### config.mk
export PLATFORM = sky130hd
export DESIGN_NAME = alarm_controller_flat
export DESIGN_NICKNAME = d
export VERILOG_FILES = /design/src/rtl/clock_pkg.sv /design/src/rtl/alarm_controller_if.sv /design/src/rtl/alarm_time_reg.sv /design/src/rtl/alarm_controller.sv /design/src/flat_wrapper.sv
export SDC_FILE = /design/constraint.sdc
export NUM_CORES = 1
export LEC_CHECK = 0
export ABC_AREA = 0
export BUFFER_PORTS_ARGS = -buffer_cell sky130_fd_sc_hd__buf_2
export CAP_MARGIN = 20
export CORE_MARGIN = 2
export CORE_UTILIZATION = 30
export CTS_CLUSTER_SIZE = 40
export DETAILED_ROUTE_END_ITERATION = 8
export PLACE_DENSITY = 0.54
export RECOVER_POWER = 50
export SLEW_MARGIN = 20
export SYNTH_ARGS = -nofsm -noshare
export SYNTH_HDL_FRONTEND = slang
export SYNTH_SLANG_ARGS = --single-unit
export TNS_END_PERCENT = 1
### constraint.sdc
create_clock -name i_Clock -period 7.6 [get_ports i_Clock]
set_input_delay 0.76 -clock i_Clock [delete_from_list [all_inputs] [get_ports i_Clock]]
set_output_delay 0.76 -clock i_Clock [all_outputs]
set_load 0.01 [all_outputs]
### src/rtl/clock_pkg.sv
// Shared definitions for the clock/alarm slice: state encoding, BCD digit widths, time limits.
// Latency: n/a (types and constants only).
// Backpressure: n/a.
package clock_pkg;

    // Alarm controller state encoding; SNOOZE is only reachable with ALARM_SNOOZE_EN.
    typedef enum logic [2:0] {
        IDLE     = 3'd0,
        SET_HOUR = 3'd1,
        SET_MIN  = 3'd2,
        RINGING  = 3'd3,
        SNOOZE   = 3'd4
    } alarm_state_t;

    localparam int UNITS_W     = 4;
    localparam int TENS_MIN_W  = 3;
    localparam int TENS_HOUR_W = 2;

    localparam int HOUR_MAX = 23;
    localparam int MIN_MAX  = 59;

    localparam logic [TENS_HOUR_W-1:0] HOUR_MAX_TENS  = TENS_HOUR_W'(HOUR_MAX / 10);
    localparam logic [UNITS_W-1:0]     HOUR_MAX_UNITS = UNITS_W'(HOUR_MAX % 10);
    localparam logic [TENS_MIN_W-1:0]  MIN_MAX_TENS   = TENS_MIN_W'(MIN_MAX / 10);
    localparam logic [UNITS_W-1:0]     BCD_DIGIT_MAX  = 4'd9;

    // HH:MM packed most-significant digit first, so equality compares the whole time.
    typedef struct packed {
        logic [TENS_HOUR_W-1:0] tens_hour;
        logic [UNITS_W-1:0]     units_hour;
        logic [TENS_MIN_W-1:0]  tens_min;
        logic [UNITS_W-1:0]     units_min;
    } bcd_time_t;

endpackage

### src/rtl/alarm_controller_if.sv
// Signal bundle between the alarm controller and its surroundings (buttons, live time, display, buzzer).
// Latency: n/a (wiring only).
// Backpressure: none; all inputs are single-cycle pulses or levels.
interface alarm_controller_if;
    import clock_pkg::*;

    logic                   i_Tick_1Hz;
    logic                   i_Tone;
    logic                   i_Button_Alarm;
    logic                   i_Button_Up;
    logic                   i_Button_Arm;
    logic [UNITS_W-1:0]     i_Units_Min;
    logic [TENS_MIN_W-1:0]  i_Tens_Min;
    logic [UNITS_W-1:0]     i_Units_Hour;
    logic [TENS_HOUR_W-1:0] i_Tens_Hour;

    logic [UNITS_W-1:0]     o_Alarm_Units_Min;
    logic [TENS_MIN_W-1:0]  o_Alarm_Tens_Min;
    logic [UNITS_W-1:0]     o_Alarm_Units_Hour;
    logic [TENS_HOUR_W-1:0] o_Alarm_Tens_Hour;
    logic                   o_Display_Select;
    logic [1:0]             o_Display_Enable_Digits;
    logic                   o_Armed;
    logic                   o_Ringing;
    logic                   o_Buzzer;

    // Environment side: drives buttons, ticks and live time, observes alarm outputs.
    modport master (
        output i_Tick_1Hz, i_Tone, i_Button_Alarm, i_Button_Up, i_Button_Arm,
        output i_Units_Min, i_Tens_Min, i_Units_Hour, i_Tens_Hour,
        input  o_Alarm_Units_Min, o_Alarm_Tens_Min, o_Alarm_Units_Hour, o_Alarm_Tens_Hour,
        input  o_Display_Select, o_Display_Enable_Digits, o_Armed, o_Ringing, o_Buzzer
    );

    // Alarm controller side.
    modport slave (
        input  i_Tick_1Hz, i_Tone, i_Button_Alarm, i_Button_Up, i_Button_Arm,
        input  i_Units_Min, i_Tens_Min, i_Units_Hour, i_Tens_Hour,
        output o_Alarm_Units_Min, o_Alarm_Tens_Min, o_Alarm_Units_Hour, o_Alarm_Tens_Hour,
        output o_Display_Select, o_Display_Enable_Digits, o_Armed, o_Ringing, o_Buzzer
    );

endinterface

### src/rtl/alarm_time_reg.sv
// Four-digit BCD HH:MM register with independent hour/minute increment strobes (24 h wrap, no carry).
// Latency: one cycle from strobe to updated digits.
// Backpressure: none; every strobe is applied.
module alarm_time_reg
    import clock_pkg::*;
(
    input  logic      clk,
    input  logic      rst,
    input  logic      inc_hour,
    input  logic      inc_min,
    output bcd_time_t value
);

    // Hours wrap 23->00, minutes wrap 59->00; minute wrap never touches the hour.
    always_ff @(posedge clk or posedge rst) begin
        if (rst) begin
            value <= '0;
        end else begin
            if (inc_hour) begin
                if (value.tens_hour == HOUR_MAX_TENS && value.units_hour == HOUR_MAX_UNITS) begin
                    value.tens_hour  <= '0;
                    value.units_hour <= '0;
                end else if (value.units_hour == BCD_DIGIT_MAX) begin
                    value.units_hour <= '0;
                    value.tens_hour  <= value.tens_hour + 1'b1;
                end else begin
                    value.units_hour <= value.units_hour + 1'b1;
                end
            end
            if (inc_min) begin
                if (value.units_min == BCD_DIGIT_MAX) begin
                    value.units_min <= '0;
                    value.tens_min  <= (value.tens_min == MIN_MAX_TENS) ? '0 : value.tens_min + 1'b1;
                end else begin
                    value.units_min <= value.units_min + 1'b1;
                end
            end
        end
    end

endmodule

### src/rtl/alarm_controller.sv
// Alarm scheduler: set/arm/ring/timeout sequencing, display select, blink enables, buzzer gating. ALARM_SNOOZE_EN adds SNOOZE.
// Latency: all outputs registered; a state change shows one cycle after the causing pulse.
// Backpressure: none; pulses arriving in a state that does not use them are dropped.
module alarm_controller
    import clock_pkg::*;
#(
    parameter int RING_SEC    = 60,
    parameter int TIMEOUT_SEC = 10
`ifdef ALARM_SNOOZE_EN
    ,
    parameter int SNOOZE_SEC  = 300
`endif
) (
    input logic               i_Clock,
    input logic               i_Reset,
    alarm_controller_if.slave bus
);

    localparam int RING_W = $clog2(RING_SEC + 1);
    localparam int TOUT_W = $clog2(TIMEOUT_SEC + 1);

    alarm_state_t      state;
    logic [RING_W-1:0] ring_cnt;
    logic [TOUT_W-1:0] tout_cnt;
    logic              beat;
    logic              match_q;
`ifdef ALARM_SNOOZE_EN
    localparam int SNZ_W = $clog2(SNOOZE_SEC + 1);
    logic [SNZ_W-1:0]  snz_cnt;
`endif

    bcd_time_t alarm_time;
    bcd_time_t live_time;
    logic      any_btn;
    logic      match_now;
    logic      match_rise;
    logic      inc_hour;
    logic      inc_min;
    logic [1:0] set_blink;

    assign live_time  = {bus.i_Tens_Hour, bus.i_Units_Hour, bus.i_Tens_Min, bus.i_Units_Min};
    assign any_btn    = bus.i_Button_Alarm | bus.i_Button_Up | bus.i_Button_Arm;
    assign match_now  = bus.o_Armed && (live_time == alarm_time);
    assign match_rise = match_now && !match_q;
    // Alarm beats Up when both arrive together, so the increment is suppressed.
    assign inc_hour   = (state == SET_HOUR) && bus.i_Button_Up && !bus.i_Button_Alarm;
    assign inc_min    = (state == SET_MIN)  && bus.i_Button_Up && !bus.i_Button_Alarm;
    assign set_blink  = (state == SET_HOUR) ? 2'b10 : 2'b01;

    alarm_time_reg u_time (
        .clk      (i_Clock),
        .rst      (i_Reset),
        .inc_hour (inc_hour),
        .inc_min  (inc_min),
        .value    (alarm_time)
    );

    assign bus.o_Alarm_Tens_Hour  = alarm_time.tens_hour;
    assign bus.o_Alarm_Units_Hour = alarm_time.units_hour;
    assign bus.o_Alarm_Tens_Min   = alarm_time.tens_min;
    assign bus.o_Alarm_Units_Min  = alarm_time.units_min;

    // Match history, updated in every state so leaving set mode mid-match cannot ring.
    always_ff @(posedge i_Clock or posedge i_Reset) begin
        if (i_Reset) match_q <= 1'b0;
        else         match_q <= match_now;
    end

    // Main FSM; outputs default low each cycle and each branch sets what its next state shows.
    always_ff @(posedge i_Clock or posedge i_Reset) begin
        if (i_Reset) begin
            state                       <= IDLE;
            ring_cnt                    <= '0;
            tout_cnt                    <= '0;
            beat                        <= 1'b0;
            bus.o_Armed                 <= 1'b0;
            bus.o_Ringing               <= 1'b0;
            bus.o_Buzzer                <= 1'b0;
            bus.o_Display_Select        <= 1'b0;
            bus.o_Display_Enable_Digits <= 2'b00;
`ifdef ALARM_SNOOZE_EN
            snz_cnt                     <= '0;
`endif
        end else begin
            bus.o_Display_Select        <= 1'b0;
            bus.o_Display_Enable_Digits <= 2'b00;
            bus.o_Ringing               <= 1'b0;
            bus.o_Buzzer                <= 1'b0;
            case (state)
                IDLE: begin
                    if (match_rise) begin
                        state         <= RINGING;
                        ring_cnt      <= '0;
                        beat          <= 1'b1;
                        bus.o_Ringing <= 1'b1;
                        bus.o_Buzzer  <= bus.i_Tone;
                    end else if (bus.i_Button_Alarm) begin
                        state                       <= SET_HOUR;
                        tout_cnt                    <= '0;
                        bus.o_Display_Select        <= 1'b1;
                        bus.o_Display_Enable_Digits <= 2'b10;
                    end else if (bus.i_Button_Arm) begin
                        bus.o_Armed <= !bus.o_Armed;
                    end
                end
                SET_HOUR, SET_MIN: begin
                    if (bus.i_Button_Alarm) begin
                        tout_cnt <= '0;
                        if (state == SET_HOUR) begin
                            state                       <= SET_MIN;
                            bus.o_Display_Select        <= 1'b1;
                            bus.o_Display_Enable_Digits <= 2'b01;
                        end else begin
                            state <= IDLE;
                        end
                    end else if (any_btn) begin
                        tout_cnt                    <= '0;
                        bus.o_Display_Select        <= 1'b1;
                        bus.o_Display_Enable_Digits <= set_blink;
                    end else if (bus.i_Tick_1Hz && tout_cnt == TOUT_W'(TIMEOUT_SEC - 1)) begin
                        state <= IDLE;
                    end else begin
                        if (bus.i_Tick_1Hz) tout_cnt <= tout_cnt + 1'b1;
                        bus.o_Display_Select        <= 1'b1;
                        bus.o_Display_Enable_Digits <= set_blink;
                    end
                end
                RINGING: begin
                    if (bus.i_Button_Arm || bus.i_Button_Alarm) begin
                        state <= IDLE;
`ifdef ALARM_SNOOZE_EN
                    end else if (bus.i_Button_Up) begin
                        state   <= SNOOZE;
                        snz_cnt <= '0;
`endif
                    end else if (bus.i_Tick_1Hz && ring_cnt == RING_W'(RING_SEC - 1)) begin
                        state <= IDLE;
                    end else begin
                        bus.o_Ringing <= 1'b1;
                        if (bus.i_Tick_1Hz) begin
                            ring_cnt     <= ring_cnt + 1'b1;
                            beat         <= !beat;
                            bus.o_Buzzer <= !beat && bus.i_Tone;
                        end else begin
                            bus.o_Buzzer <= beat && bus.i_Tone;
                        end
                    end
                end
`ifdef ALARM_SNOOZE_EN
                SNOOZE: begin
                    if (bus.i_Button_Arm) begin
                        state <= IDLE;
                    end else if (bus.i_Tick_1Hz && snz_cnt == SNZ_W'(SNOOZE_SEC - 1)) begin
                        state         <= RINGING;
                        ring_cnt      <= '0;
                        beat          <= 1'b1;
                        bus.o_Ringing <= 1'b1;
                        bus.o_Buzzer  <= bus.i_Tone;
                    end else if (bus.i_Tick_1Hz) begin
                        snz_cnt <= snz_cnt + 1'b1;
                    end
                end
`endif
                default: state <= IDLE;
            endcase
        end
    end

endmodule

### src/flat_wrapper.sv
// flat-port wrapper written by rule: the top's interface ports become plain ports
module alarm_controller_flat import clock_pkg::*;
#(
    parameter int RING_SEC    = 60,
    parameter int TIMEOUT_SEC = 10

)
  (i_Clock, i_Reset, bus_i_Tick_1Hz, bus_i_Tone, bus_i_Button_Alarm, bus_i_Button_Up, bus_i_Button_Arm, bus_i_Units_Min, bus_i_Tens_Min, bus_i_Units_Hour, bus_i_Tens_Hour, bus_o_Alarm_Units_Min, bus_o_Alarm_Tens_Min, bus_o_Alarm_Units_Hour, bus_o_Alarm_Tens_Hour, bus_o_Display_Select, bus_o_Display_Enable_Digits, bus_o_Armed, bus_o_Ringing, bus_o_Buzzer);
  alarm_controller_if bus_i ();
  input logic i_Clock;
  input logic i_Reset;
  input wire logic [$bits(bus_i.i_Tick_1Hz)-1:0] bus_i_Tick_1Hz;
  input wire logic [$bits(bus_i.i_Tone)-1:0] bus_i_Tone;
  input wire logic [$bits(bus_i.i_Button_Alarm)-1:0] bus_i_Button_Alarm;
  input wire logic [$bits(bus_i.i_Button_Up)-1:0] bus_i_Button_Up;
  input wire logic [$bits(bus_i.i_Button_Arm)-1:0] bus_i_Button_Arm;
  input wire logic [$bits(bus_i.i_Units_Min)-1:0] bus_i_Units_Min;
  input wire logic [$bits(bus_i.i_Tens_Min)-1:0] bus_i_Tens_Min;
  input wire logic [$bits(bus_i.i_Units_Hour)-1:0] bus_i_Units_Hour;
  input wire logic [$bits(bus_i.i_Tens_Hour)-1:0] bus_i_Tens_Hour;
  output wire logic [$bits(bus_i.o_Alarm_Units_Min)-1:0] bus_o_Alarm_Units_Min;
  output wire logic [$bits(bus_i.o_Alarm_Tens_Min)-1:0] bus_o_Alarm_Tens_Min;
  output wire logic [$bits(bus_i.o_Alarm_Units_Hour)-1:0] bus_o_Alarm_Units_Hour;
  output wire logic [$bits(bus_i.o_Alarm_Tens_Hour)-1:0] bus_o_Alarm_Tens_Hour;
  output wire logic [$bits(bus_i.o_Display_Select)-1:0] bus_o_Display_Select;
  output wire logic [$bits(bus_i.o_Display_Enable_Digits)-1:0] bus_o_Display_Enable_Digits;
  output wire logic [$bits(bus_i.o_Armed)-1:0] bus_o_Armed;
  output wire logic [$bits(bus_i.o_Ringing)-1:0] bus_o_Ringing;
  output wire logic [$bits(bus_i.o_Buzzer)-1:0] bus_o_Buzzer;
  assign bus_i.i_Tick_1Hz = bus_i_Tick_1Hz;
  assign bus_i.i_Tone = bus_i_Tone;
  assign bus_i.i_Button_Alarm = bus_i_Button_Alarm;
  assign bus_i.i_Button_Up = bus_i_Button_Up;
  assign bus_i.i_Button_Arm = bus_i_Button_Arm;
  assign bus_i.i_Units_Min = bus_i_Units_Min;
  assign bus_i.i_Tens_Min = bus_i_Tens_Min;
  assign bus_i.i_Units_Hour = bus_i_Units_Hour;
  assign bus_i.i_Tens_Hour = bus_i_Tens_Hour;
  assign bus_o_Alarm_Units_Min = bus_i.o_Alarm_Units_Min;
  assign bus_o_Alarm_Tens_Min = bus_i.o_Alarm_Tens_Min;
  assign bus_o_Alarm_Units_Hour = bus_i.o_Alarm_Units_Hour;
  assign bus_o_Alarm_Tens_Hour = bus_i.o_Alarm_Tens_Hour;
  assign bus_o_Display_Select = bus_i.o_Display_Select;
  assign bus_o_Display_Enable_Digits = bus_i.o_Display_Enable_Digits;
  assign bus_o_Armed = bus_i.o_Armed;
  assign bus_o_Ringing = bus_i.o_Ringing;
  assign bus_o_Buzzer = bus_i.o_Buzzer;
  alarm_controller #(.RING_SEC(RING_SEC), .TIMEOUT_SEC(TIMEOUT_SEC)) u_core (.i_Clock(i_Clock), .i_Reset(i_Reset), .bus(bus_i));
endmodule
After elaboration in Yosys (flattened, before gate mapping)
Index checks and enable logic that the tools add are counted.

Bits in registers: 34. Input bits: 20. Output and inout port bits: 19. Logic and storage cells: 129.

$add $sub $neg: 6. Equal/unequal tests: 23. Muxes and demuxes: 55. Bitwise logic cells: 4. Reductions and logical operators: 27.

Operators by type and width (count): $mux 4 (8); $mux 6 (5); $mux 3 (8); $mux 1 (18); $mux 2 (8); $eq 13x13->1 (1); $add 4x1->4 const B (3); $eq 4x4->1 const B (3); $pmux 6 s2 (1); $logic_and 1x1->1 (11); $ne 2x2->1 const B (5); $reduce_and 5->1 (2); $pmux 3 s3 (1); $ne 4x3->1 const B (2); $pmux 1 s2 (4); $pmux 4 s2 (1); $reduce_and 4->1 (2); $add 6x1->6 const B (1); $eq 3x2->1 const B (2); $eq 6x6->1 const B (1); $ne 3x2->1 const B (2); $reduce_bool 2->1 (3); $eq 4x2->1 const B (1); $logic_not 1->1 (4); other kinds (15) (18).

Depth between registers and ports, before layout
Depth after elaboration: 6. Depth in mapped cells: 9.

Hierarchy
A second synthesis with hierarchy kept.

Cell total of the unflattened synthesis: 235. Area total of the unflattened synthesis: 2175.8 µm².

By module, submodules not included: alarm_controller (instances 1, cells an instance 174, area each 1490.2 µm², seq. area each 500.5 µm²); alarm_time_reg (instances 1, cells an instance 61, area each 685.7 µm², seq. area each 325.3 µm²).

Least setup slack after synthesis
Ideal clock, no wire load.

Kind: input -> register. From: input port bus_i_Units_Hour[2]. To: register u_core.beat. Library setup time: 0.125 ns. Arrival: 2.692 ns. Data required time: 7.475 ns. Path slack: 4.783 ns. Cell stages on the path: 8. Buffers on the path: 2. Path through: xnor2_2 nand2_1 or4_4 or4_4 buf_6 a21o_1 buf_6 mux2_4.

Cells in the longest elaborated chain, start to end: 5.

Ends and longest elaborated chain: start: declaration (RTL line flat_wrapper.sv:19) `input wire logic [$bits(bus_i.i_Units_Hour)-1:0] bus_i_Units_Hour;`; $eq 13x13->1 (RTL line alarm_controller.sv:43) `assign match_now = bus.o_Armed && (live_time == alarm_time);`; $logic_and 1x1->1 (RTL line alarm_controller.sv:43); $logic_and 1x1->1 (RTL line alarm_controller.sv:44) `assign match_rise = match_now && !match_q;`; $ne 2x1->1 (no line); $reduce_and 5->1 (no line); end signal: assignment (RTL line alarm_controller.sv:142) `beat <= !beat;`; end: declaration (RTL line alarm_controller.sv:25) `logic beat;`.

No other way between the ends. A chain may end at the register's enable or synchronous reset.

Worst setup path after layout
From: input port bus_i_Units_Hour[2]. To: register u_core.state[0].

Cells in the longest elaborated chain, start to end: 5. Elaborated cells between the ends (all ways): 7.

Ends and longest elaborated chain: $eq 13x13->1 (*) (RTL line alarm_controller.sv:43); $logic_and 1x1->1 (*) (RTL line alarm_controller.sv:43); $logic_and 1x1->1 (*) (RTL line alarm_controller.sv:44); $ne 3x2->1 (no line) or $mux 3 (tied branches); $reduce_and 4->1 (no line) or $pmux 3 s3 (tied branches); end signal: assignment (RTL line alarm_controller.sv:72) `state <= IDLE;`; end signal: assignment (RTL line alarm_controller.sv:92) `state <= RINGING;`; end signal: assignment (RTL line alarm_controller.sv:98) `state <= SET_HOUR;`; end: declaration (RTL line alarm_controller.sv:22) `alarm_state_t state;`.

Mark *: on every way between the ends. The rest lies on a longest branch, timed or not.

==> results by group <==
Outcome
  – Status: finished with violations
  – Failing checks: capacitance limit, slew limit

Yosys
  – Synth cell types: between 40 and 50
  – FFs w/ async S/R, synth: 1.00
  – Area leader, netlist: dfrtp_1
  – Syn avg cell area: 9.59 um2
  – #FFs+latches synth: 33
  – Ranking of synthesized cells by area: dfrtp_1 42%, ha_1 6.9%, xnor2_1 4.9%, nand3_1 3.3%, inv_1 3.2%
  – Cells after Synth: ~210
  – Post-synth EDFFs: 0
  – Synth Flop Type: dfrtp_1
  – Top cell type's share of synthesized area: 0.416
  – Register area share after synthesis: 0.416
  – Syn. warnings: 0
  – Net Count, Synth: roughly 240
  – Mapped cell area: 1980 um2

STA
  – Slew Limit Fails: 34
  – Worst slew margin: -0.203
  – Final period utilization: 0.367
  – Setup-failing EPs final: 0
  – Setup Skew: ~3.7 ps
  – Hold Vio Cnt, Final: 0
  – Total negative setup slack: 0 ps
  – Fmax achieved: 359 MHz
  – RSZ-0062 raised after global routing: no
  – Pin slew with the least headroom to its limit: 1810 ps
  – Min cycle time layout: 2790 ps

Detailed routing
  – Initial DRC Count: 67
  – Post-DRT Antenna Nets: 0
  – Pre-antenna DRT Iters: 4
  – DRC viols: 0
  – Via count: 1599
  – Routed WL: 4.17 mm
  – DR WL/cell: about 13 um
  – Drt via density: 4.92

GRT
  – Total grt overflow: 0
  – Largest net degree at the start of global routing: 34
  – Global-route wire length before repair: between 7 and 8 mm
  – Vias in the first global route: 1506
  – Gr usage total: 0.122
  – Initial antenna violation count: 0

Placement
  – Post-DP HPWL: 3.19 mm
  – Cells after DPL: 317
  – Placed inst area: 2230 um2
  – RD Place Congestion: 0.804
  – I/O Buffers: 38

Critical path
  – Critical-path maximum fanout: 8
  – Cells along the critical path: buf_2 > xnor2_2 > nand2_1 > or4_1 > or4_4 > a21boi_0 > mux2_2
  – Arrival time at the worst endpoint: 2960 ps
  – Crit end category: flip-flop
  – Critical Path Slowest Stage Cell: or4_4
  – Max stage delay on crit path: 600 ps
  – Type of origin of the critical path: input pin
  – Crit Path Class: in2reg
  – WP data required: 7770 ps

Clocking
  – Hold buffer count at cts: 0
  – CTS Root Cell: clkbuf_8
  – Reg clk slew, reported paths: 70 ps
  – Total CTS buffers: 5
  – H-tree lvl count: 2
  – Total setup buffers inserted after CTS: 0
  – Clk sinks: 33
  – Longest Clk Path Bufs: 2
  – Worst skew pair latency: 280 ps
  – Post-CTS sizing: 0
  – CTS tree: done

Floorplan
  – Chip Height: between 80 and 90 um
  – Die width: between 80 and 90 um
  – # rows: 29
  – Die ar.: 7280 um2
  – Ports: 39
  – Core Area: 6390 um2
  – Initial cell density of the core: 0.311

Final layout
  – Filler cell count: 670
  – Multi-input gate area: 1040 um2
  – Finished layout cell area: 2330 um2
  – Layout cells sized above 1: 0.194
  – Final #Nets: 278
  – # diodes: 0
  – Area Overhead vs Synth: 17.5%
  – Register area: 826 um2
  – Post-Layout Cell Count: 325

Pwr
  – Leak Pwr: 1.09 nW
  – PwrDens: 318 nW/um2
  – Max IR drop VDD: about 0.00013 V

Run
  – # Max-Cap Violations: 1

Min path
  – Type of the tightest min-delay check: reg2reg
-- layout make-up --
class,instances,area share
Clock inverter,1,0.0129
Sequential cell,33,0.354
Timing Repair Buffer,39,0.0794
Tap cell,77,0.0413
Inverter,17,0.0274
Multi-Input combinational cell,151,0.448
Clock buffer,7,0.0370
-- flip-flops by register name, indices dropped and copies added, names as in the netlist --
register and count:
u_core.tout_cnt 4, u_core.bus.o_Armed 1, u_core.match_q 1, u_core.bus.o_Ringing 1
u_core.beat 1, u_core.u_time.value 13, u_core.state 2, u_core.ring_cnt 6
u_core.bus.o_Buzzer 1, u_core.bus.o_Display_Select 1, u_core.bus.o_Display_Enable_Digits 2
-- per-layer routing --
| metal | wire, um | GRT usage | up-vias |
|---|---|---|---|
| met4 | 74 | 0.0476 | 0 |
| met5 | 0 | 0 | - |
| met2 | 1820 | 0.190 | 42 |
| met1 | 2050 | 0.165 | 735 |
| met3 | 222 | 0.0292 | 8 |
| li1 | - | - | 814 |
-- per-stage QoR --
step	hold WS, ps	power (mW)	util	setup slack [ps]
after floorplan	512	0.502	-	4780
after global placement	487	0.575	0.350	4650
after detailed placement	487	0.581	0.350	4580
after CTS	498	0.757	0.368	4890
after global routing	534	0.807	0.365	4740
final	501	0.741	0.365	4810
-- synthesized netlist by cell type, types with 2 or more instances --
master     n
dfrtp_1   33
inv_1     17
nand2_1   16
nand3_1   13
ha_1      11
o21ai_0   11
xnor2_1   11
a21oi_1    9
nor2_1     8
nor3_1     8
nor2b_1    7
a21o_1     6
o22ai_1    5
xor2_1     5
a221oi_1   3
buf_6      3
nand2b_1   3
nor4_1     3
o31ai_1    3
and3_1     2
clkbuf_1   2
mux2_2     2
mux2_4     2
nand3b_1   2
nand4_1    2
or4_4      2
-- worst paths after layout --
path                            depth (start not counted)  slack, ps                     end                    from
max in group asynchronous                               3       5460  u_core.u_time.value[8]                 i_Reset
worst max register to register                          6       4860         u_core.state[0]  u_core.u_time.value[9]
worst min register to register                          1        500      u_core.bus.o_Armed      u_core.bus.o_Armed
worst max-delay path                                    7       4810         u_core.state[0]     bus_i_Units_Hour[2]
worst min-delay path                                    1        500      u_core.bus.o_Armed      u_core.bus.o_Armed
min in group asynchronous                               3       1100  u_core.u_time.value[6]                 i_Reset
-- worst max-delay path, delay by kind of cell --
kind                   cells  cell delay, ps
AO/OA/AOI/OAI              1             340
XOR/XNOR                   1             130
buffers and inverters      1             110
multiplexers               1             380
AND/OR/NAND/NOR            3            1240
-- power breakdown --
part	total, mW	switching [mW]	internal, mW
combinational	0.291	0.156	0.135
sequential	0.280	0.0602	0.220
clock	0.170	0.0633	0.107
-- kinds of logic (layout without fill, tap and decap cells) --
group | count (synthesis) | in the layout | synth area share
AO/OA/AOI/OAI | 48 | 48 | 0.163
adder cells (fa/ha/maj) | 11 | 11 | 0.0694
buffers and inverters | 23 | 64 | 0.0555
flip-flops | 33 | 33 | 0.416
AND/OR/NAND/NOR | 70 | 70 | 0.185
XOR/XNOR | 17 | 17 | 0.0788
multiplexers | 5 | 5 | 0.0315
-- cells in the final DEF (no fill, tap or decap), types with 2 or more instances in the layout --
cell type  instances
a21o_1             6
a21oi_1            9
a221oi_1           3
and3_1             2
buf_2             31
clkbuf_1           9
clkbuf_8           6
dfrtp_1           33
ha_1              11
inv_1             17
mux2_2             2
mux2_4             2
nand2_1           16
nand2b_1           3
nand3_1           13
nand3b_1           2
nand4_1            2
nor2_1             8
nor2b_1            7
nor3_1             8
nor4_1             3
o21ai_0           11
o22ai_1            5
o31ai_1            3
xnor2_1           11
xor2_1             5
No activity file was read; power rests on OpenSTA's default activity.
